## config.mk

```make
export PLATFORM = sky130hd
export DESIGN_NAME = cmp_share_arb_flat
export DESIGN_NICKNAME = d
export VERILOG_FILES = /design/src/rtl/cmp_share_if.sv /design/src/rtl/cmp_share_arb.sv /design/src/flat_wrapper.sv
export SDC_FILE = /design/constraint.sdc
export NUM_CORES = 1
export LEC_CHECK = 0
export BUFFER_PORTS_ARGS = -buffer_cell sky130_fd_sc_hd__clkbuf_2
export CAP_MARGIN = 20
export CORE_ASPECT_RATIO = 0.75
export CORE_MARGIN = 4
export CORE_UTILIZATION = 35
export CTS_CLUSTER_SIZE = 40
export DETAILED_ROUTE_END_ITERATION = 12
export GPL_ROUTABILITY_DRIVEN = 0
export PLACE_DENSITY = 0.76
export SYNTH_ARGS = -nofsm -noshare
export SYNTH_HDL_FRONTEND = slang
export SYNTH_SLANG_ARGS = --single-unit
```

## constraint.sdc

```tcl
create_clock -name clk -period 2.1 [get_ports clk]
set_clock_uncertainty 0.05 [all_clocks]
set_input_delay 0.21 -clock clk [delete_from_list [all_inputs] [get_ports clk]]
set_output_delay 0.21 -clock clk [all_outputs]
set_load 0.05 [all_outputs]
```

## src/rtl/cmp_share_if.sv

```systemverilog
// Request/compare/response bundle between two requesters, the shared
// branch comparator and the arbiter that owns it.
interface cmp_share_if #(
    parameter int W = 32
);
    // requester side
    logic [1:0]   req_valid;
    logic [1:0]   req_ready;
    logic [W-1:0] req0_a;
    logic [W-1:0] req0_b;
    logic [2:0]   req0_op;
    logic [W-1:0] req1_a;
    logic [W-1:0] req1_b;
    logic [2:0]   req1_op;
    // shared comparator
    logic [W-1:0] cmp_a;
    logic [W-1:0] cmp_b;
    logic [2:0]   cmp_op;
    logic         cmp_out;
    // response
    logic [1:0]   rsp_valid;
    logic [1:0]   rsp_ready;
    logic         rsp_out;

    // arbiter side
    modport slave (
        input  req_valid, req0_a, req0_b, req0_op, req1_a, req1_b, req1_op,
        input  cmp_out, rsp_ready,
        output req_ready, cmp_a, cmp_b, cmp_op, rsp_valid, rsp_out
    );

    // requesters plus comparator (environment side)
    modport master (
        output req_valid, req0_a, req0_b, req0_op, req1_a, req1_b, req1_op,
        output cmp_out, rsp_ready,
        input  req_ready, cmp_a, cmp_b, cmp_op, rsp_valid, rsp_out
    );
endinterface

```

## src/rtl/cmp_share_arb.sv

```systemverilog
// Round-robin sharing of one branch comparator between the branch unit
// (requester 0) and the set-less-than path (requester 1). The granted
// operands go straight to the comparator; its result is captured into a
// single-entry response register with per-requester valid/ready.

// Saturating grant counter for one requester; clear wins over increment.
module cmp_share_cnt #(
    parameter int CNT_W = 16
) (
    input  logic             clk,
    input  logic             rst_n,
    input  logic             clr,
    input  logic             inc,
    output logic [CNT_W-1:0] cnt
);
    // count grants, stick at all-ones
    always_ff @(posedge clk or negedge rst_n) begin
        if (!rst_n)
            cnt <= '0;
        else if (clr)
            cnt <= '0;
        else if (inc && (cnt != {CNT_W{1'b1}}))
            cnt <= cnt + 1'b1;
    end
endmodule

module cmp_share_arb #(
    parameter int W     = 32,
    parameter int CNT_W = 16
) (
    input  logic             clk,
    input  logic             rst_n,
    cmp_share_if.slave       bus,
    input  logic             clr_cnt,
    output logic [CNT_W-1:0] grant_cnt0,
    output logic [CNT_W-1:0] grant_cnt1
);
    localparam int NUM_REQ = 2;

    typedef struct packed {
        logic [W-1:0] a;
        logic [W-1:0] b;
        logic [2:0]   op;
    } cmp_req_t;

    cmp_req_t [NUM_REQ-1:0]            reqs;
    logic     [NUM_REQ-1:0][CNT_W-1:0] cnt;

    logic               gnt_vld;
    logic               gnt_id;
    logic [NUM_REQ-1:0] gnt_oh;
    logic               can_acc;
    logic               out_valid;

    logic [NUM_REQ-1:0] rsp_valid_q;
    logic               rsp_out_q;
    logic               out_id_q;
    logic               last_grant_q;

    assign reqs[0] = '{a: bus.req0_a, b: bus.req0_b, op: bus.req0_op};
    assign reqs[1] = '{a: bus.req1_a, b: bus.req1_b, op: bus.req1_op};

    // The slot frees up either when empty or when its owner is draining it
    // this very cycle, so back-to-back responses need no bubble.
    assign out_valid = |rsp_valid_q;
    assign can_acc   = !out_valid || bus.rsp_ready[out_id_q];

    // Grant selection: sole requester wins, a tie goes to whoever did not
    // win last time. Depends only on req_valid, rsp_ready and state, never
    // on cmp_out, so requesters see no loop through the comparator.
    always_comb begin
        gnt_vld = 1'b0;
        gnt_id  = 1'b0;
        if (can_acc) begin
            case (bus.req_valid)
                2'b01: begin gnt_vld = 1'b1; gnt_id = 1'b0;          end
                2'b10: begin gnt_vld = 1'b1; gnt_id = 1'b1;          end
                2'b11: begin gnt_vld = 1'b1; gnt_id = ~last_grant_q; end
                default: ;
            endcase
        end
    end

    assign gnt_oh        = gnt_vld ? (2'b01 << gnt_id) : 2'b00;
    assign bus.req_ready = gnt_oh;

    // Comparator inputs are zeroed when idle so they do not toggle with
    // whatever an unserved requester happens to present.
    always_comb begin
        bus.cmp_a  = '0;
        bus.cmp_b  = '0;
        bus.cmp_op = '0;
        if (gnt_vld) begin
            bus.cmp_a  = reqs[gnt_id].a;
            bus.cmp_b  = reqs[gnt_id].b;
            bus.cmp_op = reqs[gnt_id].op;
        end
    end

    // Response register: load on accept, clear when drained, else hold.
    always_ff @(posedge clk or negedge rst_n) begin
        if (!rst_n) begin
            rsp_valid_q  <= '0;
            rsp_out_q    <= 1'b0;
            out_id_q     <= 1'b0;
            last_grant_q <= 1'b1;
        end else if (gnt_vld) begin
            rsp_valid_q  <= gnt_oh;
            rsp_out_q    <= bus.cmp_out;
            out_id_q     <= gnt_id;
            last_grant_q <= gnt_id;
        end else if (out_valid && bus.rsp_ready[out_id_q]) begin
            rsp_valid_q  <= '0;
        end
    end

    assign bus.rsp_valid = rsp_valid_q;
    assign bus.rsp_out   = rsp_out_q;

    // One saturating counter per requester.
    for (genvar i = 0; i < NUM_REQ; i++) begin : g_cnt
        cmp_share_cnt #(.CNT_W(CNT_W)) u_cnt (
            .clk   (clk),
            .rst_n (rst_n),
            .clr   (clr_cnt),
            .inc   (gnt_oh[i]),
            .cnt   (cnt[i])
        );
    end

    assign grant_cnt0 = cnt[0];
    assign grant_cnt1 = cnt[1];
endmodule

```

## src/flat_wrapper.sv

```systemverilog
// flat-port wrapper written by rule: the top's interface ports become plain ports
module cmp_share_arb_flat 
#(
    parameter int W     = 32,
    parameter int CNT_W = 16
)
  (clk, rst_n, clr_cnt, grant_cnt0, grant_cnt1, bus_req_valid, bus_req0_a, bus_req0_b, bus_req0_op, bus_req1_a, bus_req1_b, bus_req1_op, bus_cmp_out, bus_rsp_ready, bus_req_ready, bus_cmp_a, bus_cmp_b, bus_cmp_op, bus_rsp_valid, bus_rsp_out);
  cmp_share_if #(.W(W)) bus_i ();
  input  logic clk;
  input  logic rst_n;
  input  logic clr_cnt;
  output logic [CNT_W-1:0] grant_cnt0;
  output logic [CNT_W-1:0] grant_cnt1;
  input wire logic [$bits(bus_i.req_valid)-1:0] bus_req_valid;
  input wire logic [$bits(bus_i.req0_a)-1:0] bus_req0_a;
  input wire logic [$bits(bus_i.req0_b)-1:0] bus_req0_b;
  input wire logic [$bits(bus_i.req0_op)-1:0] bus_req0_op;
  input wire logic [$bits(bus_i.req1_a)-1:0] bus_req1_a;
  input wire logic [$bits(bus_i.req1_b)-1:0] bus_req1_b;
  input wire logic [$bits(bus_i.req1_op)-1:0] bus_req1_op;
  input wire logic [$bits(bus_i.cmp_out)-1:0] bus_cmp_out;
  input wire logic [$bits(bus_i.rsp_ready)-1:0] bus_rsp_ready;
  output wire logic [$bits(bus_i.req_ready)-1:0] bus_req_ready;
  output wire logic [$bits(bus_i.cmp_a)-1:0] bus_cmp_a;
  output wire logic [$bits(bus_i.cmp_b)-1:0] bus_cmp_b;
  output wire logic [$bits(bus_i.cmp_op)-1:0] bus_cmp_op;
  output wire logic [$bits(bus_i.rsp_valid)-1:0] bus_rsp_valid;
  output wire logic [$bits(bus_i.rsp_out)-1:0] bus_rsp_out;
  assign bus_i.req_valid = bus_req_valid;
  assign bus_i.req0_a = bus_req0_a;
  assign bus_i.req0_b = bus_req0_b;
  assign bus_i.req0_op = bus_req0_op;
  assign bus_i.req1_a = bus_req1_a;
  assign bus_i.req1_b = bus_req1_b;
  assign bus_i.req1_op = bus_req1_op;
  assign bus_i.cmp_out = bus_cmp_out;
  assign bus_i.rsp_ready = bus_rsp_ready;
  assign bus_req_ready = bus_i.req_ready;
  assign bus_cmp_a = bus_i.cmp_a;
  assign bus_cmp_b = bus_i.cmp_b;
  assign bus_cmp_op = bus_i.cmp_op;
  assign bus_rsp_valid = bus_i.rsp_valid;
  assign bus_rsp_out = bus_i.rsp_out;
  cmp_share_arb #(.W(W), .CNT_W(CNT_W)) u_core (.clk(clk), .rst_n(rst_n), .bus(bus_i), .clr_cnt(clr_cnt), .grant_cnt0(grant_cnt0), .grant_cnt1(grant_cnt1));
endmodule
```

After elaboration in Yosys (flattened, before gate mapping)

Cells that the tools add are included.

Equality and inequality tests: 5
Reductions and logical operators: 10
Shift-type cells: 1
Magnitude comparators: 2
Muxes and demuxes: 18
Multiply operators: 0
Bitwise gates (word level): 1
Div/mod/pow operators: 0
$add $sub $neg: 2

Operators by type and width:

| operator                                             | count |
|---|---|
| 2-to-1 mux 67 bit                                    | 2 |
| 2-to-1 mux 16 bit                                    | 4 |
| 2-to-1 mux 32 bit                                    | 2 |
| adder 16 x 1 -> 16 bit (second input constant)       | 2 |
| inequality test 16 bit (second input constant)       | 2 |
| 2-to-1 mux 2 bit                                     | 3 |
| nonzero test 2 bit                                   | 3 |
| 2-to-1 mux 1 bit                                     | 5 |
| equality test 2 bit (second input constant)          | 2 |
| < comparator 1 x 2 -> 1 bit (second input constant)  | 2 |
| logical AND 1 bit                                    | 3 |
| 2-to-1 mux 3 bit                                     | 1 |
| OR reduction 3 bit                                   | 1 |
| equality test 2 x 1 -> 1 bit (second input constant) | 1 |
| case mux 1 bit (2 select lines)                      | 1 |
| OR reduction 2 bit                                   | 1 |
| << shifter 1 x 1 -> 2 bit (first input constant)     | 1 |
| logical NOT 1 bit                                    | 1 |
| logical OR 1 bit                                     | 1 |
| NOT 1 bit                                            | 1 |

Output and inout port bits: 104
Input port bits: 142
Logic and storage cells: 45
Register bits after elaboration: 37
Bits in latches: 0
Memories kept: 0
Bits in read-only memories: 0
RAM bits: 0

Depth between registers and ports, before layout

Depth in word-level cells: 9
Mapped depth: 8
Mapped depth without buffers: 6

Cells and area by module

A second synthesis with hierarchy kept.

Cells, all modules: 455
Area, all modules: 3409.5 um2

Modules (own cells, without submodules):

| module        | area an instance (um2) | cells each | seq. area each (um2) | times used |
|---|---|---|---|---|
| cmp_share_cnt | 942.2                  | 98         | 400.4                | 2 |
| cmp_share_arb | 1525.2                 | 259        | 126.4                | 1 |

Worst setup path before layout

Ideal clock, no wire load.

Path type: register -> output
Start point: register u_core.rsp_valid_q[1] (netlist: u_core.bus.rsp_valid[1])
End point: output port bus_cmp_b[10]
Slack: -205 ps
Data required time: 1840 ps
Data arrival time: 2045 ps
Path buffers: 2
Stages on the path, launching flop included: 7
Cell sequence: dfrtp_1 > nor2_1 > o21ai_2 > inv_2 > buf_2 > clkbuf_1 > a22o_1

Longest elaborated chain between the ends: 7
Elaborated cells on any way between the ends: 8
Those cells by class: 5 x mux; 3 x reduce/logical

Ends and longest elaborated chain:

| item                            | line                 | text |
|---|---|---|
| start: declaration              | cmp_share_arb.sv:55  | `logic [NUM_REQ-1:0] rsp_valid_q;` |
| start signal: assignment        | cmp_share_arb.sv:108 | `rsp_valid_q <= gnt_oh;` |
| OR reduction 2 bit *            | cmp_share_arb.sv:65  | `assign out_valid = \|rsp_valid_q;` |
| logical NOT 1 bit *             | cmp_share_arb.sv:66  | `assign can_acc = !out_valid \|\| bus.rsp_ready[out_id_q];` |
| logical OR 1 bit *              | cmp_share_arb.sv:66  |  |
| 2-to-1 mux 1 bit                | cmp_share_arb.sv:74  | `if (can_acc) begin` |
| 2-to-1 mux 67 bit (2 in series) | n/a                  |  |
| 2-to-1 mux 32 bit *             | cmp_share_arb.sv:93  | `if (gnt_vld) begin` |
| end: declaration                | flat_wrapper.sv:25   | `output wire logic [$bits(bus_i.cmp_b)-1:0] bus_cmp_b;` |

Mark *: on every way between the ends. The rest lies on a longest branch, timed or not. The select of a mux whose other input is x is not followed.

Worst setup path after layout

Start point: register u_core.out_id_q
End point: output port bus_cmp_b[27]

Longest elaborated chain between the ends: 7
Elaborated cells on any way between the ends: 8
Those cells by class: 7 x mux; 1 x reduce/logical

Ends and longest elaborated chain:

| item                                                   | line                 | text |
|---|---|---|
| start: declaration                                     | cmp_share_arb.sv:57  | `logic out_id_q;` |
| start signal: assignment                               | cmp_share_arb.sv:110 | `out_id_q <= gnt_id;` |
| 2-to-1 mux 1 bit (implied by the code) * (2 in series) | cmp_share_arb.sv:66  |  |
| logical OR 1 bit *                                     | cmp_share_arb.sv:66  |  |
| 2-to-1 mux 1 bit                                       | cmp_share_arb.sv:74  |  |
| 2-to-1 mux 67 bit (2 in series)                        | n/a                  |  |
| 2-to-1 mux 32 bit *                                    | cmp_share_arb.sv:93  |  |

Marks and branches as above.

==> impl_results.md <==
* Status: finished with violations
* Failing checks: setup timing
* Die area at 9380 um2
* Multi-input logic area at 1810 um2
* Slowest stage delay, CP at 0.40 ns
* Max VDD drop at 0.000686 V
* PwrDens at 1140 nW/um2
* Setup WS post-layout at -0.238 ns
* Flip-flop and latch area at 935 um2
* Crit path launch type: flip-flop
* Share of post-route cells with drive strength above 1 at 0.647
* DRT iter0 DRCs at 285
* Via Count at 3,613
* Vias in the first global route at 3,563
* Crit Path Class: flip-flop to primary output
* Clk pin slew, worst setup/hold paths at 0.07 ns
* DRC at 0
* Setup crit end kind: primary output
* Slowest CP cell: dfrtp_1
* Max H-tree Level at 2
* Inserted Clock Buffers at 5
* Slew Viols, Final at 0
* Hold WS at 0.136 ns
* # setup viols final at 64
* Root buf cell: clkbuf_8
* Placed cells at 636
* Synth Register Bits at 37
* Most frequent cells after synthesis: a22o_1, dfrtp_1, nor2_1
* Mapped Cells at 301
* FP Rows at 27
* Number of routed nets with antenna violations at 0
* Worst min path class: input pin to flip-flop
* EDFF count, synth at 0
* Synthesized Nets at 445
* Async SR Flop Fraction at 1.00
* Crit Path Max Fanout at 33
* Sink Count at 37
* Clk Latency, worst-skew pair at 0.30 ns
* Clock buffer depth at 2
* Sum of buffers and inverters on the critical path at 3
* Post-DP HPWL at 10,500 um
* P_leak at 2.54 nW
* Fmax at 0.428 GHz
* Final Util at 0.706
* Initial Util at 0.368
* Die Ht at 84.9 um
* Die W at 111 um
* Layout fillers at 580
* Synth Cell Area at 2760 um2
* IO Pins at 246
* Critical Path RT at 1.84 ns
* Port Buffers at 245
* MaxCap Viol Count at 0
* Sequential fraction of the synthesis area at 0.336
* Drt wl/cell at 21.3 um
* Syn Area/Cell at 9.17 um2
* Core Area at 7500 um2
* Clock period minus final worst setup slack at 2.34 ns
* Top delay family on crit path: compound AO/OA/AOI/OAI gates
* Arr. time, crit path at 2.08 ns
* Area share of the largest cell type after synthesis at 0.327
* Via-to-Cell Ratio at 5.58
* Synth-to-Final Area Change at 92.0%
* Synth warn at 0
* Yosys top cell by area: dfrtp_1
* Net count, final at 689
* Top FF cell, synth: dfrtp_1
* Worst-margin pin slew at 0.788 ns
* Ranking of synthesized cells by area: dfrtp_1, a22o_1, xnor2_1, nor2_1, nand2_1
* Drt total wl at 13,800 um
* Non-Filler Instances at 647
* # diodes at 0
* Initial antenna violation count at 1
* Most common cell in the netlist: a22o_1
* Period utilization at 1.11
* Gr ovfl total at 0
* CP cell instances: mux2_4 > o211ai_1 > inv_2 > buf_12 > a22o_1 > buf_12
* TritonCTS clock tree: done
* Relative slew slack at 0.475
* Total GRT Usage at 0.267
* RSZ-0062 raised after global routing: yes
* Largest net degree at the start of global routing at 45
* Synth unique cells at 51
* CP dominant cell by count: buf_12
* DRT Pass-1 Iters at 4
* First-pass GRT wire length at 19,900 um
* Number of hold violations in the final report at 0
==> flip-flops by register name, summed over array words and instances, names as in the netlist <==
name                    count
u_core.bus.rsp_out          1
u_core.bus.rsp_valid        2
u_core.g_cnt.u_cnt.cnt     32
u_core.last_grant_q         1
u_core.out_id_q             1
==> cells by family (layout without fill, tap and decap cells) <==
group	Yosys count	count (layout)	share of synthesized area
simple gates	102	102	0.204
compound gates	98	98	0.300
flops	37	37	0.336
buf+inv	33	278	0.0535
xor+xnor	24	24	0.0762
mux	5	5	0.0209
fa+ha+maj	2	2	0.00907
==> per-stage QoR <==
step	area (um2)	setup TNS (ns)	setup slack [ns]	total power, mW
finish	5300	-13.38	-0.238	6.05
global route	5300	-16.93	-0.287	6.24
CTS	5240	-11.23	-0.191	5.95
floorplan	2830	-0.198	-0.00665	3.31
global placement	4910	0	0.0995	5.07
detailed placement	4910	0	0.0495	5.13
==> report_power, final <==
group | switching [mW] | leakage (nW) | internal (mW)
logic | 2.64 | 1.99 | 2.00
registers | 0.0718 | 0.494 | 0.788
clock network | 0.257 | 0.0542 | 0.297
==> final cells by class <==
type                    instances  area share
repair buffers                263       0.434
multi-input cells             231       0.342
flip-flops and latches         37       0.176
well taps                     101      0.0239
clock buffers                   7      0.0182
inverters                       7     0.00496
clock inverters                 1    0.000945
==> worst reg2reg max path, cell delays in order, from the launching register on <==
cell and delay [ns]:
dfrtp_2 0.43, ha_2 0.24, nand4_4 0.14, or4_4 0.55, nand3_4 0.15, nor4_2 0.06
mux2_4 0.29
==> cell usage in the layout, fill, tap and decap left out, types with 5 or more instances in the layout <==
cell type / Yosys / routed
a21oi_1: 10 / 10
inv_1: 6 / 5
buf_12: 0 / 49
dfrtp_2: 0 / 6
nor4_1: 8 / 7
a22o_4: 0 / 6
xnor2_1: 21 / 21
buf_8: 0 / 18
clkbuf_2: 0 / 179
clkbuf_8: 0 / 7
dfrtp_1: 36 / 30
nand3_1: 11 / 11
a22o_1: 64 / 11
buf_4: 2 / 14
a22o_2: 0 / 47
nor2_1: 30 / 29
nand4_1: 5 / 5
nand2_1: 19 / 19
a211oi_1: 7 / 7
==> routing by layer <==
layer / wire length (um) / track usage / part of all wire
met1: 5340 / 0.337 / 0.39
met2: 7030 / 0.465 / 0.51
met3: 1020 / 0.0627 / 0.074
met4: 352 / 0.0638 / 0.026
met5: 12 / 0 / 0.00087
==> path summary, 6_finish.rpt <==
path / cells past startpoint / to / slack [ns] / startpoint
min: 2 / u_core.bus.rsp_out$_DFFE_PN0P_ / 0.14 / bus_cmp_out
min reg2reg: 2 / u_core.bus.rsp_valid[0]$_DFFE_PN0P_ / 0.48 / u_core.bus.rsp_valid[0]$_DFFE_PN0P_
max in group asynchronous: 3 / u_core.g_cnt[0].u_cnt.cnt[8]$_DFFE_PN0P_ / 0.94 / rst_n
min in group asynchronous: 2 / u_core.g_cnt[1].u_cnt.cnt[7]$_DFFE_PN0P_ / 0.48 / rst_n
max: 6 / bus_cmp_b[27] / -0.24 / u_core.out_id_q$_DFFE_PN0P_
max reg2reg: 6 / u_core.g_cnt[1].u_cnt.cnt[15]$_DFFE_PN0P_ / 0.07 / u_core.g_cnt[1].u_cnt.cnt[0]$_DFFE_PN0P_
==> repair_timing <==
item,4_1_cts,5_1_grt
pin swaps,1,0
setup endpoints to repair,64,68
setup buffers,1,0
gates cloned,1,0
hold endpoints to repair,28,0
resized for setup,41,24
hold buffers,1,0
Power figures use the tool's default switching activity.
